$ cat src/rtl/line_steer_ctrl.sv
// line_steer_ctrl: line-follower steering controller.
// Synchronises and debounces a row of line sensors, forms a signed weighted
// position error and drives a servo direction through a HOLD/TRACK/LOST/STOP FSM.
// Optional feature macro: LOST_SEARCH_EN (LOST steers toward last seen side).
// Ports:
//   clk             sole clock, rising edge
//   rst             synchronous reset, active-high
//   sensor          asynchronous sensor bits, 1 = line (bit 0 rightmost)
//   sw              hold request, 1 = rest
//   servo_direction 00 REST, 01 LEFT, 10 STRAIGHT, 11 RIGHT (registered)
//   steer_mag       |error| (registered)
//   line_lost       high in LOST and STOP (registered)
//   state           FSM state: 00 HOLD, 01 TRACK, 10 LOST, 11 STOP
module line_steer_ctrl #(
  parameter int unsigned N_SENSORS    = 5,
  parameter int unsigned FILTER_LEN   = 4,
  parameter int unsigned LOST_TIMEOUT = 1000,
  parameter int unsigned DEADBAND     = 0,
  localparam int unsigned ERR_W       = $clog2(N_SENSORS * N_SENSORS) + 1
) (
  input  logic                 clk,
  input  logic                 rst,
  input  logic [N_SENSORS-1:0] sensor,
  input  logic                 sw,
  output logic [1:0]           servo_direction,
  output logic [ERR_W-2:0]     steer_mag,
  output logic                 line_lost,
  output logic [1:0]           state
);

  localparam int unsigned MAG_W = ERR_W - 1;
  localparam int unsigned CNT_W = $clog2(FILTER_LEN + 1);
  localparam int unsigned TMR_W = $clog2(LOST_TIMEOUT + 1);
  localparam logic signed [ERR_W-1:0] DB_POS = ERR_W'(DEADBAND);
  localparam logic signed [ERR_W-1:0] DB_NEG = -DB_POS;
  localparam logic [CNT_W-1:0] CNT_LAST = CNT_W'(FILTER_LEN - 1);
  localparam logic [TMR_W-1:0] TMR_LAST = TMR_W'(LOST_TIMEOUT - 1);

  typedef enum logic [1:0] {
    S_HOLD  = 2'b00,
    S_TRACK = 2'b01,
    S_LOST  = 2'b10,
    S_STOP  = 2'b11
  } state_t;

  typedef enum logic [1:0] {
    DIR_REST     = 2'b00,
    DIR_LEFT     = 2'b01,
    DIR_STRAIGHT = 2'b10,
    DIR_RIGHT    = 2'b11
  } dir_t;

  logic [N_SENSORS-1:0] sync1;
  logic [N_SENSORS-1:0] sync2;
  logic [N_SENSORS-1:0] filt;
  logic [CNT_W-1:0]     cnt [N_SENSORS];
  logic [TMR_W-1:0]     tmr;

  state_t state_q;
  state_t next_state;
  dir_t   dir_d;
  dir_t   track_dir;
  logic [MAG_W-1:0] mag_d;
  logic [MAG_W-1:0] mag_abs;
  logic             lost_d;
  logic signed [ERR_W-1:0] err;
  logic             any_line;

  // Two-flop synchroniser on every sensor bit
  always_ff @(posedge clk) begin
    if (rst) begin
      sync1 <= '0;
      sync2 <= '0;
    end else begin
      sync1 <= sensor;
      sync2 <= sync1;
    end
  end

  // Per-bit debounce: filtered bit flips on the FILTER_LEN-th consecutive differing cycle
  always_ff @(posedge clk) begin
    if (rst) begin
      filt <= '0;
      for (int i = 0; i < int'(N_SENSORS); i++) cnt[i] <= '0;
    end else begin
      for (int i = 0; i < int'(N_SENSORS); i++) begin
        if (sync2[i] != filt[i]) begin
          if (cnt[i] == CNT_LAST) begin
            filt[i] <= sync2[i];
            cnt[i]  <= '0;
          end else begin
            cnt[i] <= cnt[i] + 1'b1;
          end
        end else begin
          cnt[i] <= '0;
        end
      end
    end
  end

  // Weighted position error, w(i) = 2i-(N-1); positive means line is to the left
  always_comb begin
    err = '0;
    for (int i = 0; i < int'(N_SENSORS); i++) begin
      if (filt[i]) err = err + $signed(ERR_W'(2 * i - (int'(N_SENSORS) - 1)));
    end
  end

  assign any_line = |filt;
  assign mag_abs  = err[ERR_W-1] ? MAG_W'(-err) : MAG_W'(err);

`ifdef LOST_SEARCH_EN
  dir_t last_dir;
`endif

  // FSM state register
  always_ff @(posedge clk) begin
    if (rst) state_q <= S_HOLD;
    else     state_q <= next_state;
  end

  // Next state and next output values; outputs reflect the state being entered
  always_comb begin
    next_state = state_q;
    dir_d      = DIR_REST;
    mag_d      = '0;
    lost_d     = 1'b0;
    track_dir  = DIR_STRAIGHT;

    if (err > DB_POS)      track_dir = DIR_LEFT;
    else if (err < DB_NEG) track_dir = DIR_RIGHT;

    unique case (state_q)
      S_HOLD:  next_state = any_line ? S_TRACK : S_LOST;
      S_TRACK: if (!any_line) next_state = S_LOST;
      // Line return wins over a simultaneous timeout
      S_LOST: begin
        if (any_line)             next_state = S_TRACK;
        else if (tmr == TMR_LAST) next_state = S_STOP;
      end
      S_STOP:  next_state = S_STOP;
      default: next_state = S_HOLD;
    endcase

    if (sw) next_state = S_HOLD;

    unique case (next_state)
      S_TRACK: begin
        dir_d = track_dir;
        mag_d = mag_abs;
      end
      S_LOST: begin
        lost_d = 1'b1;
        mag_d  = steer_mag;
`ifdef LOST_SEARCH_EN
        dir_d  = last_dir;
`else
        dir_d  = DIR_REST;
`endif
      end
      S_STOP:  lost_d = 1'b1;
      default: ;
    endcase
  end

  // Lost timer counts only while remaining in LOST; cleared everywhere else
  always_ff @(posedge clk) begin
    if (rst)                                          tmr <= '0;
    else if (state_q == S_LOST && next_state == S_LOST) tmr <= tmr + 1'b1;
    else                                              tmr <= '0;
  end

`ifdef LOST_SEARCH_EN
  // Remember the last side actually steered toward while tracking
  always_ff @(posedge clk) begin
    if (rst)
      last_dir <= DIR_LEFT;
    else if (next_state == S_TRACK && track_dir != DIR_STRAIGHT)
      last_dir <= track_dir;
  end
`endif

  // Output registers
  always_ff @(posedge clk) begin
    if (rst) begin
      servo_direction <= DIR_REST;
      steer_mag       <= '0;
      line_lost       <= 1'b0;
    end else begin
      servo_direction <= dir_d;
      steer_mag       <= mag_d;
      line_lost       <= lost_d;
    end
  end

  assign state = state_q;

endmodule

$ cat config.mk
export PLATFORM = sky130hd
export DESIGN_NAME = line_steer_ctrl
export DESIGN_NICKNAME = d
export VERILOG_FILES = /design/src/rtl/line_steer_ctrl.sv
export SDC_FILE = /design/constraint.sdc
export NUM_CORES = 1
export LEC_CHECK = 0
export BUFFER_PORTS_ARGS = -buffer_cell sky130_fd_sc_hd__buf_2
export CAP_MARGIN = 20
export CORE_MARGIN = 4
export CORE_UTILIZATION = 58
export CTS_BUF_LIST = sky130_fd_sc_hd__clkbuf_4 sky130_fd_sc_hd__clkbuf_8 sky130_fd_sc_hd__clkbuf_16
export DETAILED_ROUTE_END_ITERATION = 16
export PLACE_DENSITY = 0.89
export SYNTH_ARGS = -nofsm -noshare
export SYNTH_HDL_FRONTEND = slang
export SYNTH_SLANG_ARGS = --single-unit
export TNS_END_PERCENT = 20
$ cat constraint.sdc
create_clock -name clk -period 3.2 [get_ports clk]
set_input_delay 0.64 -clock clk [delete_from_list [all_inputs] [get_ports clk]]
set_output_delay 0.64 -clock clk [all_outputs]
set_load 0.02 [all_outputs]
Word-level counts from Yosys, hierarchy flattened. Memory sizes are Yosys's and may differ from the RTL's. Index checks and enable logic that the tools add are counted.

Multiplexer cells: 87. Bitwise logic cells: 17. Multipliers: 0. Add/sub/neg operators: 10. Shift operators: 0. Eq/ne operators: 17. Div/mod/pow operators: 0. $lt $le $gt $ge: 2. Reduce and logical (&&, ||, !) cells: 12.

Operators by type and width (count): 2-to-1 mux 1 bit (60); 2-to-1 mux 3 bit (15); 2-to-1 mux 6 bit (4); adder 3 x 1 -> 3 bit, second input constant (5); equality test 3 x 2 -> 1 bit, second input constant (5); OR 1 bit (15); adder 10 x 1 -> 10 bit, second input constant (1); equality test 10 bit, second input constant (1); 2-to-1 mux 2 bit (5); one-hot mux 5 bit (2 select lines) (1); AND reduction 2 bit (5); equality test 2 bit, second input constant (4); one-hot mux 2 bit (4 select lines) (1); adder 6 x 2 -> 6 bit, second input constant (1); adder 6 x 3 -> 6 bit, second input constant (1); adder 6 x 4 -> 6 bit, second input constant (1); > comparator 6 x 1 -> 1 bit, second input constant (1); less-than comparator 6 x 1 -> 1 bit, second input constant (1); OR reduction 2 bit (3); 2-to-1 mux 5 bit (1); != test 1 bit (5); negator 5 bit (1); OR reduction 5 bit (1); equality test 2 x 1 -> 1 bit, second input constant (2); other kinds (4) (5).

Output and inout port bits: 10. Bits in writable memories: 15. Latch bits: 0. Bits of input ports: 8. Logic and storage cells: 159. Register bits: 35. ROM bits: 0. Memories kept: 1.

Memories: cnt (words 5, width 3, read ports 5, clocked after Yosys merged registers in 0, wr ports 5, line 56) `logic [CNT_W-1:0] cnt [N_SENSORS];`.

Logic depth before layout (Yosys ltp).
Depth after elaboration: 10. Depth in mapped cells: 9. Depth with buffers taken out: 9.

Least setup slack after synthesis. OpenSTA, ideal clock, no wires.

Path kind: register -> register. From: reg filt[1]. To: reg steer_mag[4]. Required time: 3084 ps. Period minus slack after synthesis: 2473 ps. Buffers on the path: 0. Cell stages (with the launch flop): 10. Setup slack: 727 ps. Library setup time: 116 ps. Arrival: 2357 ps. Cells stage by stage: dfxtp_1 > inv_1 > ha_1 > xor2_1 > inv_1 > ha_1 > or4b_1 > o311ai_0 > mux2i_1 > a31o_2.

Cells in the longest elaborated chain, start to end: 8. Elaborated cells on any way between the ends: 16. Those cells by class: 3 x add/sub; 2 x eq/ne; 10 x mux; 1 x reduce/logical.

Ends and longest elaborated chain: from (decl) (line 55) `logic [N_SENSORS-1:0] filt;`; from (signal, indexed assignment) (line 89) `filt[i] <= sync2[i];`; 2-to-1 mux 6 bit (line 105) `if (filt[i]) err = err + $signed(ERR_W'(2 * i - (int'(N_SENSORS) - 1)));`; adder 6 x 3 -> 6 bit (line 105); 2-to-1 mux 6 bit (line 105); adder 6 x 4 -> 6 bit (line 105); 2-to-1 mux 6 bit (line 105); negator 5 bit (line 110) `assign mag_abs = err[ERR_W-1] ? MAG_W'(-err) : MAG_W'(err);`; 2-to-1 mux 5 bit (line 110); one-hot mux 5 bit (2 select lines) (line 147) `unique case (next_state)`; to (signal assigned) (line 191) `steer_mag <= mag_d;`; to (decl) (line 26) `output logic [ERR_W-2:0] steer_mag,`.

Several ways; a longest one is shown, not always the timed one. A chain may end at the register's enable or synchronous reset.

Worst setup path after layout. Ends and elaborated chain as after synthesis.

==> results.md <==
- Seq/Total Area, Yosys: 0.504
- Worst hold margin: 0.439 ns
- Post-Synth Simple-Gate Area: 0.186
- Most used DFF post-synth: dfxtp_1
- RSZ-0062 raised after global routing: false
- Clock sinks: between 40 and 50
- Final Util: 0.676
- Overflow after GRT: 0
- Worst setup margin: ~0.53 ns
- CTS tree: done
- Pre-CTS WS: roughly 0.53 ns
- CTS max path bufs: 2
- Syn_area_per_cell: about 11 sq um
- Area contributors post-synth: dfxtp_1, edfxtp_1, ha_1
- Fmax: around 0.38 GHz
- Final Setup Violations: 0
- Pwr dens: around 430 nW/um^2
- Row count: 22
- Clock transition at path regs: 0.08 ns
- Post-Synth XOR/XNOR Area: 0.0685
- Area leader, netlist: dfxtp_1
- CP Data Required Time: between 3 and 4 ns
- Global-route wire length before repair: 5.68 mm
- Final nets: 268
- GPL Wtd Cong: about 0.8
- Crit-path max FO: 6
- DRC violations left: 0
- Synthesis-to-layout area growth: 11.0%
- Core Box Area: 3690 sq um
- Min-delay src: sync1[1]
- Via-per-instance ratio: roughly 4.8
- Die area: between 4000 and 5000 sq um
- Ratio of cells with drive above 1 in the final layout: 0.131
- Max Transition Viols Final: 0
- Die span in x: 70.2 um
- R2R Setup Slk: roughly 0.53 ns
- Vias: ~1400
- Critical path class: reg2reg
- Final period util: 0.833
- 1st-pass router iterations: 4
- Post-synth EDFFs: 15
- Routed Antenna Nets: 0
- Initial core utilization: 0.609
- Crit path from: filt[1]
- Async S/R FF share, synth: 0
- Setup TNS: 0 ns
- RR Startpoint: filt[1]
- Port-buffer cells: 16
- Reg2reg end: steer_mag[4]
- GRT Overall Usage: 0.148
- Clk_lat worst skew: 0.30 ns
- Leak: just over 1 nW
- Initial antenna violation count: 0
- Run status: finished, final reports clean
- Post-synthesis cell count: 211
- Largest net degree at the start of global routing: 23
- Top-area cell type share of the netlist area: 0.303
- FF-to-FF path depth: 9
- Max_slew headroom: 0.601
- Mapped Area: 2250 sq um
- Crit path DAT: between 2 and 3 ns
- Clock Tree Root: clkbuf_8
- Placed Instances: ~280
- Startpoint Class: flop
- Hold Buf Count CTS: 0
- H-Tree Level Count: 2
- Worst-margin pin slew: between 0.5 and 0.6 ns
- Post-Route WL: 3.26 mm
- Mux cell area share after synthesis: 0.0362
- Top post-synthesis cells by count: dfxtp_1, nor2_1, inv_1
- Post-synthesis cell type count: 42
- Wire per inst: ~11 um
- Crit path to: steer_mag[4]
- DR iter-0 viols: 66
- Post-DP HPWL: roughly 2.5 mm
- Number of global-route vias before repair: around 1400
- Max Cap Viol: 0
- I/O pin cnt: 18
- Fill count: a little over 300
- Min cycle time layout: 2.67 ns
- Skew final: between 0.009 and 0.01 ns
- Synth warnings: 0
- Post-Synth Adder-Cell Area: 0.0947
- Complex-gate fraction of the synthesized area: 0.0630
- Main combinational cell family by area after synthesis: simple AND/OR/NAND/NOR gates
- Fin. Hold Viols: 0
- Post-CTS Setup Inserts: 0
- VDD IR-drop max: 338 uV
- CTS-repair resized insts: 0
- Layout Cells excl Fill: a little under 300
- CP Capture Type: flop
- Antenna cells: 0
- Type of the tightest min-delay check: reg2reg
- Register bit total from synthesis: 49
- Die H: 70.2 um
- CTS Buf Count: 5
[sequential cells by signal (all words and copies together), names as in the netlist]
register         flops
steer_mag            4
line_lost            1
state                2
cnt                 15
sync1                5
servo_direction      2
filt                 5
sync2                5
tmr                 10
[final cells by class]
type	instances	area, sq um	area share
Sequential cell	49	1130	0.454
Multi-Input combinational cell	152	1070	0.427
Timing Repair Buffer	16	80.1	0.0321
Inverter	19	71.3	0.0286
Clock buffer	5	68.8	0.0276
Tap cell	48	60.1	0.0241
Clock inverter	3	16.3	0.00652
[per-stage QoR]
| stage | power, mW | area (sq um) |
|---|---|---|
| 3_3_place_gp | 0.735 | 2410 |
| 6_report | 1.07 | 2490 |
| 3_5_place_dp | 0.737 | 2410 |
| 2_1_floorplan | 0.723 | 2300 |
| 4_1_cts | 1.08 | 2490 |
| 5_1_grt | 1.12 | 2490 |
[kinds of logic after synthesis]
kind of cell | after synthesis
other | 2
XOR/XNOR | 16
AO/OA/AOI/OAI | 17
buffers and inverters | 24
multiplexers | 8
flip-flops | 49
AND/OR/NAND/NOR | 78
adder cells (fa/ha/maj) | 17
[layout by cell type (no fill, tap or decap), types with 5 or more instances in the layout]
| master | instances |
|---|---|
| nor2_1 | 34 |
| clkbuf_8 | 5 |
| or3_1 | 5 |
| nand2_1 | 7 |
| dfxtp_1 | 34 |
| nand3_1 | 7 |
| inv_1 | 19 |
| edfxtp_1 | 15 |
| ha_1 | 17 |
| xnor2_1 | 12 |
| nor2b_1 | 11 |
| conb_1 | 16 |
| mux2i_1 | 7 |
| buf_2 | 16 |
[metal layers]
metal,vias to the layer above,wire (um),track usage
met2,14,1610,0.251
met5,-,0,0
met1,632,1440,0.161
li1,750,-,-
met4,0,97,0.0766
met3,9,111,0.0504
[worst max-delay path, cell delays in order, from the launching register on]
cell and delay, ns:
dfxtp_1 0.44, inv_1 0.09, ha_1 0.36, xor2_1 0.27, inv_1 0.08, ha_1 0.36, or4b_1 0.47, o311ai_0 0.14
mux2i_1 0.13, a31o_2 0.22
[power by group]
part | internal (mW) | leakage [nW] | switching [mW] | total, mW
clock | 0.152 | 0.0482 | 0.200 | 0.352
sequential | 0.656 | 0.431 | 0.00854 | 0.665
combinational | 0.0247 | 0.537 | 0.0326 | 0.0573
[worst min-delay path by stage]
stage               cells past startpoint  slack (ns)       end
floorplan                               1        0.41  sync2[0]
global placement                        1        0.42  sync2[2]
global route                            1        0.46  sync2[3]
finish                                  1        0.44  sync2[1]
detailed placement                      1        0.42  sync2[1]
CTS                                     1        0.44  sync2[1]
No activity file was read; power rests on OpenSTA's default activity.
